### src/rtl/stack_unit.sv
// stack_unit: full-descending hardware stack controller.
// Handles register push/pop, call/return and the two-byte interrupt
// entry/exit sequences against an external data memory whose read
// port returns mem[Sp] combinationally.
//
// Handshake: requests are single-cycle level inputs sampled only while
// Busy=0. Outputs Pop_Valid, Pc_Load and Flags_Load are one-cycle
// valid pulses; their data outputs are valid in that same cycle and
// have no ready back-pressure.
module stack_unit #(
  parameter logic [7:0] SP_INIT  = 8'hFF,
  parameter logic [7:0] SP_LIMIT = 8'h80
) (
  input  logic       Clk,
  input  logic       Rst,
  input  logic       Push,
  input  logic       Pop,
  input  logic       Call,
  input  logic       Ret,
  input  logic       Intr,
  input  logic       Rti,
  input  logic [7:0] Push_Data,
  input  logic [7:0] Pc_Next,
  input  logic [3:0] Flags,
  input  logic [7:0] X,
  input  logic       Clr_Err,
  output logic [7:0] Sp,
  output logic       W_Sp,
  output logic [7:0] WD,
  output logic [7:0] Pop_Data,
  output logic       Pop_Valid,
  output logic [7:0] Pc_Value,
  output logic       Pc_Load,
  output logic [3:0] Flags_Value,
  output logic       Flags_Load,
  output logic       Busy,
  output logic       Ovf,
  output logic       Unf,
  output logic [1:0] state_dbg,
  output logic [7:0] spr_dbg
);

  typedef enum logic [1:0] {
    S_IDLE      = 2'd0,
    S_INT_PUSH2 = 2'd1,
    S_RTI_POP2  = 2'd2
  } state_t;

  typedef enum logic [2:0] {
    R_NONE, R_PUSH, R_POP, R_CALL, R_RET, R_INTR, R_RTI
  } req_t;

  // Intr needs two free slots; Rti needs two occupied slots.
  localparam logic [7:0] INTR_MIN = SP_LIMIT + 8'd1;
  localparam logic [7:0] RTI_MAX  = SP_INIT - 8'd2;

  state_t     state;
  req_t       req;
  logic [7:0] spr;
  logic [3:0] flags_q;
  logic       has_space;
  logic       has_space2;
  logic       has_depth;
  logic       has_depth2;
  logic       w_sp_int;
  logic       ovf_set;
  logic       unf_set;

  assign has_space  = (spr >= SP_LIMIT);
  assign has_space2 = (spr >= INTR_MIN);
  assign has_depth  = (spr < SP_INIT);
  assign has_depth2 = (spr <= RTI_MAX);

  assign Busy      = (state != S_IDLE);
  assign state_dbg = state;
  assign spr_dbg   = spr;
  // Write strobe is forced low while reset is held.
  assign W_Sp      = w_sp_int & Rst;

  // Fixed-priority selection of the winning request.
  always_comb begin
    req = R_NONE;
    if (Intr)      req = R_INTR;
    else if (Rti)  req = R_RTI;
    else if (Ret)  req = R_RET;
    else if (Call) req = R_CALL;
    else if (Pop)  req = R_POP;
    else if (Push) req = R_PUSH;
  end

  // Memory address/write port and error detection for the current cycle.
  always_comb begin
    Sp       = spr;
    w_sp_int = 1'b0;
    WD       = 8'h00;
    ovf_set  = 1'b0;
    unf_set  = 1'b0;
    case (state)
      S_IDLE: begin
        case (req)
          R_PUSH: begin
            if (has_space) begin
              w_sp_int = 1'b1;
              WD       = Push_Data;
            end else begin
              ovf_set = 1'b1;
            end
          end
          R_CALL: begin
            if (has_space) begin
              w_sp_int = 1'b1;
              WD       = Pc_Next;
            end else begin
              ovf_set = 1'b1;
            end
          end
          R_INTR: begin
            if (has_space2) begin
              w_sp_int = 1'b1;
              WD       = Pc_Next;
            end else begin
              ovf_set = 1'b1;
            end
          end
          R_POP, R_RET: begin
            Sp = spr + 8'd1;
            if (!has_depth) unf_set = 1'b1;
          end
          R_RTI: begin
            Sp = spr + 8'd1;
            if (!has_depth2) unf_set = 1'b1;
          end
          default: ;
        endcase
      end
      S_INT_PUSH2: begin
        w_sp_int = 1'b1;
        WD       = {4'b0000, flags_q};
      end
      S_RTI_POP2: begin
        Sp = spr + 8'd1;
      end
      default: ;
    endcase
  end

  // Stack pointer, sequence FSM, registered result strobes and sticky errors.
  always_ff @(posedge Clk or negedge Rst) begin
    if (!Rst) begin
      state       <= S_IDLE;
      spr         <= SP_INIT;
      flags_q     <= 4'h0;
      Pop_Data    <= 8'h00;
      Pop_Valid   <= 1'b0;
      Pc_Value    <= 8'h00;
      Pc_Load     <= 1'b0;
      Flags_Value <= 4'h0;
      Flags_Load  <= 1'b0;
      Ovf         <= 1'b0;
      Unf         <= 1'b0;
    end else begin
      Pop_Valid  <= 1'b0;
      Pc_Load    <= 1'b0;
      Flags_Load <= 1'b0;

      // A new error takes precedence over a simultaneous clear.
      if (ovf_set)      Ovf <= 1'b1;
      else if (Clr_Err) Ovf <= 1'b0;
      if (unf_set)      Unf <= 1'b1;
      else if (Clr_Err) Unf <= 1'b0;

      case (state)
        S_IDLE: begin
          case (req)
            R_PUSH, R_CALL: begin
              if (has_space) spr <= spr - 8'd1;
            end
            R_INTR: begin
              if (has_space2) begin
                spr     <= spr - 8'd1;
                flags_q <= Flags;
                state   <= S_INT_PUSH2;
              end
            end
            R_POP: begin
              if (has_depth) begin
                spr       <= spr + 8'd1;
                Pop_Data  <= X;
                Pop_Valid <= 1'b1;
              end
            end
            R_RET: begin
              if (has_depth) begin
                spr      <= spr + 8'd1;
                Pc_Value <= X;
                Pc_Load  <= 1'b1;
              end
            end
            R_RTI: begin
              if (has_depth2) begin
                spr         <= spr + 8'd1;
                Flags_Value <= X[3:0];
                Flags_Load  <= 1'b1;
                state       <= S_RTI_POP2;
              end
            end
            default: ;
          endcase
        end
        S_INT_PUSH2: begin
          spr   <= spr - 8'd1;
          state <= S_IDLE;
        end
        S_RTI_POP2: begin
          spr      <= spr + 8'd1;
          Pc_Value <= X;
          Pc_Load  <= 1'b1;
          state    <= S_IDLE;
        end
        default: state <= S_IDLE;
      endcase
    end
  end

endmodule

### config.mk
export PLATFORM = sky130hd
export DESIGN_NAME = stack_unit
export DESIGN_NICKNAME = d
export VERILOG_FILES = /design/src/rtl/stack_unit.sv
export SDC_FILE = /design/constraint.sdc
export NUM_CORES = 1
export LEC_CHECK = 0
export BUFFER_PORTS_ARGS = -buffer_cell sky130_fd_sc_hd__buf_2
export CORE_MARGIN = 2
export CORE_UTILIZATION = 53
export CTS_BUF_LIST = sky130_fd_sc_hd__clkbuf_4 sky130_fd_sc_hd__clkbuf_8
export CTS_CLUSTER_SIZE = 10
export DETAILED_ROUTE_END_ITERATION = 8
export GPL_ROUTABILITY_DRIVEN = 0
export PLACE_DENSITY = 0.88
export SKIP_CTS_REPAIR_TIMING = 1
export SYNTH_ARGS = -nofsm -noshare
export SYNTH_HDL_FRONTEND = slang
export SYNTH_SLANG_ARGS = --single-unit
### constraint.sdc
create_clock -name Clk -period 3.55 [get_ports Clk]
set_clock_uncertainty 0.05 [all_clocks]
set_input_delay 1.065 -clock Clk [delete_from_list [all_inputs] [get_ports Clk]]
set_output_delay 1.065 -clock Clk [all_outputs]
set_load 0.05 [all_outputs]
# == Word level (Yosys, flattened, before mapping) ==
# Cells that the tools add are included.
# totals
ff_bits,39
inputBits,37
elab_cells,98
# classes
addsub,2
order_cmp,4
n_eq_ne,16
muxes,49
bitwise,1
reduce_logical,15
# ops
operator,count
2-to-1 mux 8 bit,10
case mux 8 bit (2 select lines),3
case mux 8 bit (3 select lines),2
case mux 8 bit (4 select lines),1
2-to-1 mux 1 bit,19
"greater-or-equal comparator 8 bit, second input constant",2
AND reduction 3 bit,5
"inequality test 3 bit, second input constant",4
2-to-1 mux 2 bit,5
case mux 1 bit (2 select lines),5
"equality test 3 bit, second input constant",3
2-to-1 mux 3 bit,3
"adder 8 x 1 -> 8 bit, second input constant",1
"<= comparator 8 bit, second input constant",1
"less-than comparator 8 bit, second input constant",1
nonzero test 2 bit,4
"subtractor 8 x 1 -> 8 bit, second input constant",1
"equality test 3 x 2 -> 1 bit, second input constant",2
AND reduction 6 bit,1
"inequality test 5 x 3 -> 1 bit, second input constant",1
case mux 2 bit (2 select lines),1
OR reduction 2 bit,2
"equality test 3 x 1 -> 1 bit, second input constant",1
"inequality test 3 x 1 -> 1 bit, second input constant",1
other kinds (8),8

# == Longest topological paths before layout ==
# logic_depth
depth_word,11
ltp_mapped,8
mapped_depth_nobuf,7

# == Worst setup path after synthesis ==
# OpenSTA, ideal clock, no wires.
# synth_timing
path_type,register to output
from,register spr[1] (netlist: spr_dbg[1])
to,output port Sp[6]
arrival_time_ns,3.292
required_ns,2.435
slack_ns,-0.857
stages_incl_launch_ff,6
cell_sequence,dfstp_2 > ha_1 > clkbuf_1 > and3_1 > nand3_1 > o311ai_0
# synth_via
elab_chain_len,3
# synth_lines
element,line,text
"start, declared",59,logic [7:0] spr;
"start signal, assigned",176,if (has_space) spr <= spr - 8'd1;
"start signal, assigned",180,spr <= spr - 8'd1;
"start signal, assigned",187,spr <= spr + 8'd1;
adder 8 x 1 -> 8 bit *,"126, 130, 141",
2-to-1 mux 8 bit,--,
case mux 8 bit (2 select lines) *,98,case (state)
"end, declared",27,"output logic [7:0] Sp,"
# Every way passes the cells marked *; elsewhere a longest branch is shown, timed or not.

# == Worst setup path in the final report ==
# layout_timing
from,input port Intr
to,output port WD[1]
# layout_via
elab_chain_len,4
# layout_lines
element,line,text
"start, declared",20,"input logic Intr,"
2-to-1 mux 3 bit *,83,if (Intr) req = R_INTR;
"equality test 3 bit, or another cell as far along",100,case (req)
case mux 8 bit (3 select lines) *,100,
case mux 8 bit (2 select lines) *,98,
"end, declared",29,"output logic [7:0] WD,"
# Marked as above.

==> out/summary.md <==
The flow ran to the end, but the final reports show violations. The checks that failed: setup timing. The cell with the largest stage delay on the worst path was sky130_fd_sc_hd__nor3_2.

The average wire per standard cell is 18.66 um, and the number of primary I/O pins is 90. The fraction of registers with async set or reset after synthesis works out to 1.000. The tools report the overall global routing resource usage as 0.2886. Clock-pin slew of the registers on the worst-case setup and hold paths: 0.08 ns. TritonCTS built the clock tree.

The cell at the root of the clock tree was sky130_fd_sc_hd__clkbuf_8. The kind of critical path was in2out. Summed over all layers, the routed wires come to 8527 um. Synthesis produced 286 cells. The tool flagged a number of max-cap violations equal to 0. For the number of global-route vias before repair, the log shows 2,615. The netlist uses 56 different library cells. Count of flip-flops with a built-in enable after synthesis: 0. Path class of the lowest-slack min-delay path: reg2reg.

The count of final max-slew check failures is 0. The initial antenna violation count is 0. The tools report the number of iterations in the first detailed-routing pass as 5. The top flip-flop cell by instance count after synthesis was sky130_fd_sc_hd__dfrtp_1. The number of buffers and inverters on the critical path came out at 3. The area taken by flip-flops and latches was 985.9 um2. In this run the critical register-to-register path is captured at spr_dbg[2]$_DFFE_PN1P_.

The initial core utilization is 0.5603. The share of cells above drive strength 1 works out to 0.5103. The critical path's largest stage delay is 0.27 ns. For the number of antenna cells inserted, the log shows 0.

After detailed placement, the total cell area comes to 3422 um2. The first global-routing pass estimated 12,230 um of wire. Buffers placed on the I/O ports in this run total 89. The worst register-to-register path has a setup slack of 0.84 ns.

The startpoint identified for the worst register-to-register timing path is state_dbg[0]$_DFFE_PN0P_. The peak clock frequency supported by timing was 0.2815 GHz; the post-layout minimum cycle time was 3.553 ns. Once layout is done, the placed cells without fillers occupy 3722 um2. After filler insertion, the fill cell instance count of the layout stands at 310. For this run, design rule violations remaining after detail routing come to 0. After synthesis, the mean cell area works out to 9.436 um2. Entering global routing, the biggest net connects 40 pins. Synthesis produced a netlist with a net count of 333.

Summing all multi-input logic gate instances after layout gives 1762 um2. The y dimension of the die came out at 75.36 um. Walking the worst path, the cells encountered are buf_2 > nor3_2 > nand2_1 > a21oi_4 > buf_12 > a22oi_2 > o21ai_4 > buf_6. For the mapped cell area, the log shows 2699 um2. Dividing the detail-routed via count by the number of cells gives 6.136. The critical path arrival was 2.44 ns; the row count was 25. The tools report the worst slew margin relative to its limit as 0.4901.

The floorplan step set the die width to 75.36 um. In this run the worst path has a maximum fanout of 11. The run gives -0.002891 ns as the least setup slack across all paths after layout. The library cells used most frequently in the layout, excluding fill and tap cells, are sky130_fd_sc_hd__buf_2 (77), sky130_fd_sc_hd__buf_4 (32), sky130_fd_sc_hd__dfrtp_1 (31), sky130_fd_sc_hd__mux2_2 (31). The clock passes through at most 2 buffers. Category of the worst setup path launch point: an input pin.

The number of warnings printed during yosys synthesis is 0. At the pin with the least slew margin, the transition time is 0.7598 ns. The tree built by TritonCTS fans out to 39 sinks.

The area of the die is 5679 um2. The area growth from synthesis to layout is 37.92%. Summed over all layers, the global routing overflow is 0. For the worst flop-to-flop path, the logic depth is 7. The part of the cycle the worst path needs is 1.001, and the DRC violation total after the first TritonRoute iteration is 354. The utilization after layout is 0.7727, and the H-tree level count is 2.

The number of setup violations in the final report was 1. STA classifies the critical path endpoint as an output pin. Clock latency on the worst-skew pair, taken at its later pin, is 0.31 ns. For hold timing, the worst endpoint is Unf$_DFFE_PN0P_. Setup repair after global routing could not meet its margin everywhere.

The antenna violation net count after detailed routing was 0; the number of vias in the routed layout was 2,804. After legalization and detailed placement, the total HPWL measured 6006 um. The part of the Yosys area used for sequential elements is 0.3653.

The run gives 0 as the count of final hold-check violations. The run gives 4817 um2 as the total core area. Leaving out fill and tap cells, the most frequent cell in the layout is sky130_fd_sc_hd__buf_2. The net count reported at finish is 436. The flip-flop and latch count after synthesis works out to 39.

In this run, CTS created clock tree buffers numbering 5. The number of instances on the worst hold path was 1. The top cell family by delay on the critical path was buffers and inverters. STA puts the critical path data required time at 2.43 ns. The worst hold path begins at Unf$_DFFE_PN0P_.
## layout make-up
| cell class | instances | share of cell area |
|---|---|---|
| multi-input combinational | 210 | 0.4733 |
| timing repair buffer | 116 | 0.1906 |
| clock inverter | 3 | 0.01277 |
| clock buffer | 5 | 0.01849 |
| tap | 67 | 0.02252 |
| inverter | 17 | 0.01748 |
| sequential | 39 | 0.2649 |
## layer usage
metal / share of wire / vias up / global-route usage
met5: 0 / - / 0
met4: 0.025 / 0 / 0.1150
met3: 0.093 / 28 / 0.06217
met2: 0.49 / 187 / 0.4879
met1: 0.39 / 1339 / 0.3616
li1: - / 1250 / -
## state kept, by name, indices dropped and copies added, names as in the netlist
| name | count |
|---|---|
| Pc_Load | 1 |
| Unf | 1 |
| Flags_Load | 1 |
| Flags_Value | 4 |
| Pc_Value | 8 |
| Pop_Valid | 1 |
| Ovf | 1 |
| state_dbg | 2 |
| flags_q | 4 |
| spr_dbg | 8 |
| Pop_Data | 8 |
## Yosys cell counts (2+ instances only)
| cell type | count | area (um2) |
|---|---|---|
| sky130_fd_sc_hd__dfrtp_1 | 31 | 775.7 |
| sky130_fd_sc_hd__o31ai_1 | 2 | 15.01 |
| sky130_fd_sc_hd__a22oi_1 | 9 | 67.56 |
| sky130_fd_sc_hd__xor2_1 | 3 | 26.28 |
| sky130_fd_sc_hd__buf_6 | 2 | 22.52 |
| sky130_fd_sc_hd__and4_1 | 2 | 17.52 |
| sky130_fd_sc_hd__buf_1 | 2 | 7.510 |
| sky130_fd_sc_hd__clkbuf_1 | 15 | 56.30 |
| sky130_fd_sc_hd__and3_1 | 2 | 12.51 |
| sky130_fd_sc_hd__mux2i_1 | 7 | 70.07 |
| sky130_fd_sc_hd__o21a_1 | 5 | 37.54 |
| sky130_fd_sc_hd__o221ai_1 | 2 | 17.52 |
| sky130_fd_sc_hd__a21o_1 | 3 | 22.52 |
| sky130_fd_sc_hd__or3_1 | 3 | 18.77 |
| sky130_fd_sc_hd__o31a_1 | 2 | 17.52 |
| sky130_fd_sc_hd__a211oi_1 | 3 | 22.52 |
| sky130_fd_sc_hd__nor2_1 | 18 | 67.56 |
| sky130_fd_sc_hd__nand4_1 | 3 | 18.77 |
| sky130_fd_sc_hd__o21ai_1 | 2 | 10.01 |
| sky130_fd_sc_hd__o311ai_0 | 3 | 26.28 |
| sky130_fd_sc_hd__nand3_1 | 7 | 35.03 |
| sky130_fd_sc_hd__nand2_1 | 17 | 63.81 |
| sky130_fd_sc_hd__mux2_2 | 31 | 349.1 |
| sky130_fd_sc_hd__a21oi_1 | 7 | 35.03 |
| sky130_fd_sc_hd__o22ai_1 | 4 | 25.02 |
| sky130_fd_sc_hd__inv_1 | 15 | 56.30 |
| sky130_fd_sc_hd__xnor2_1 | 5 | 43.79 |
| sky130_fd_sc_hd__ha_1 | 10 | 125.1 |
| sky130_fd_sc_hd__nor3_1 | 9 | 45.04 |
| sky130_fd_sc_hd__nor2b_1 | 4 | 25.02 |
| sky130_fd_sc_hd__o211ai_1 | 4 | 30.03 |
| sky130_fd_sc_hd__dfstp_2 | 8 | 210.2 |
| sky130_fd_sc_hd__o21ai_0 | 21 | 105.1 |
| sky130_fd_sc_hd__clkinv_1 | 2 | 7.510 |
| sky130_fd_sc_hd__nor4_1 | 2 | 12.51 |
## worst max-delay path by stage
stage                                  start    end  slack, ns  depth (start not counted)
floorplan           state_dbg[0]$_DFFE_PN0P_  Sp[5]      -0.27                          5
global placement                         Ret  WD[0]      -0.09                          7
detailed placement                       Ret  WD[2]      -0.17                          7
CTS                                      Ret  WD[2]      -0.17                          7
global route          spr_dbg[2]$_DFFE_PN1P_  WD[1]      -0.03                          7
finish                                  Intr  WD[1]     -0.003                          8
## per-stage QoR
stage	hold WS [ns]	cells	worst slack (ns)	TNS, ns
after floorplan	0.4298	286	-0.2726	-0.6044
after global placement	0.4099	444	-0.08746	-0.4825
after detailed placement	0.4359	444	-0.1737	-1.148
after CTS	0.4537	452	-0.1653	-1.138
after global routing	0.4618	457	-0.03007	-0.1082
final	0.4533	457	-0.002891	-0.002891
## kinds of logic (layout without fill, tap and decap cells)
family,Yosys count,count (layout),share of synthesized area
buffers and inverters,37,141,0.05748
multiplexers,38,38,0.1553
adder cells (fa/ha/maj),10,10,0.04636
AND/OR/NAND/NOR,74,74,0.1409
AO/OA/AOI/OAI,80,80,0.2086
XOR/XNOR,8,8,0.02596
flip-flops,39,39,0.3653
Power is left out: the tool's default activity adds up to more than one toggle a clock period on the data nets, which glitch-free logic cannot reach.
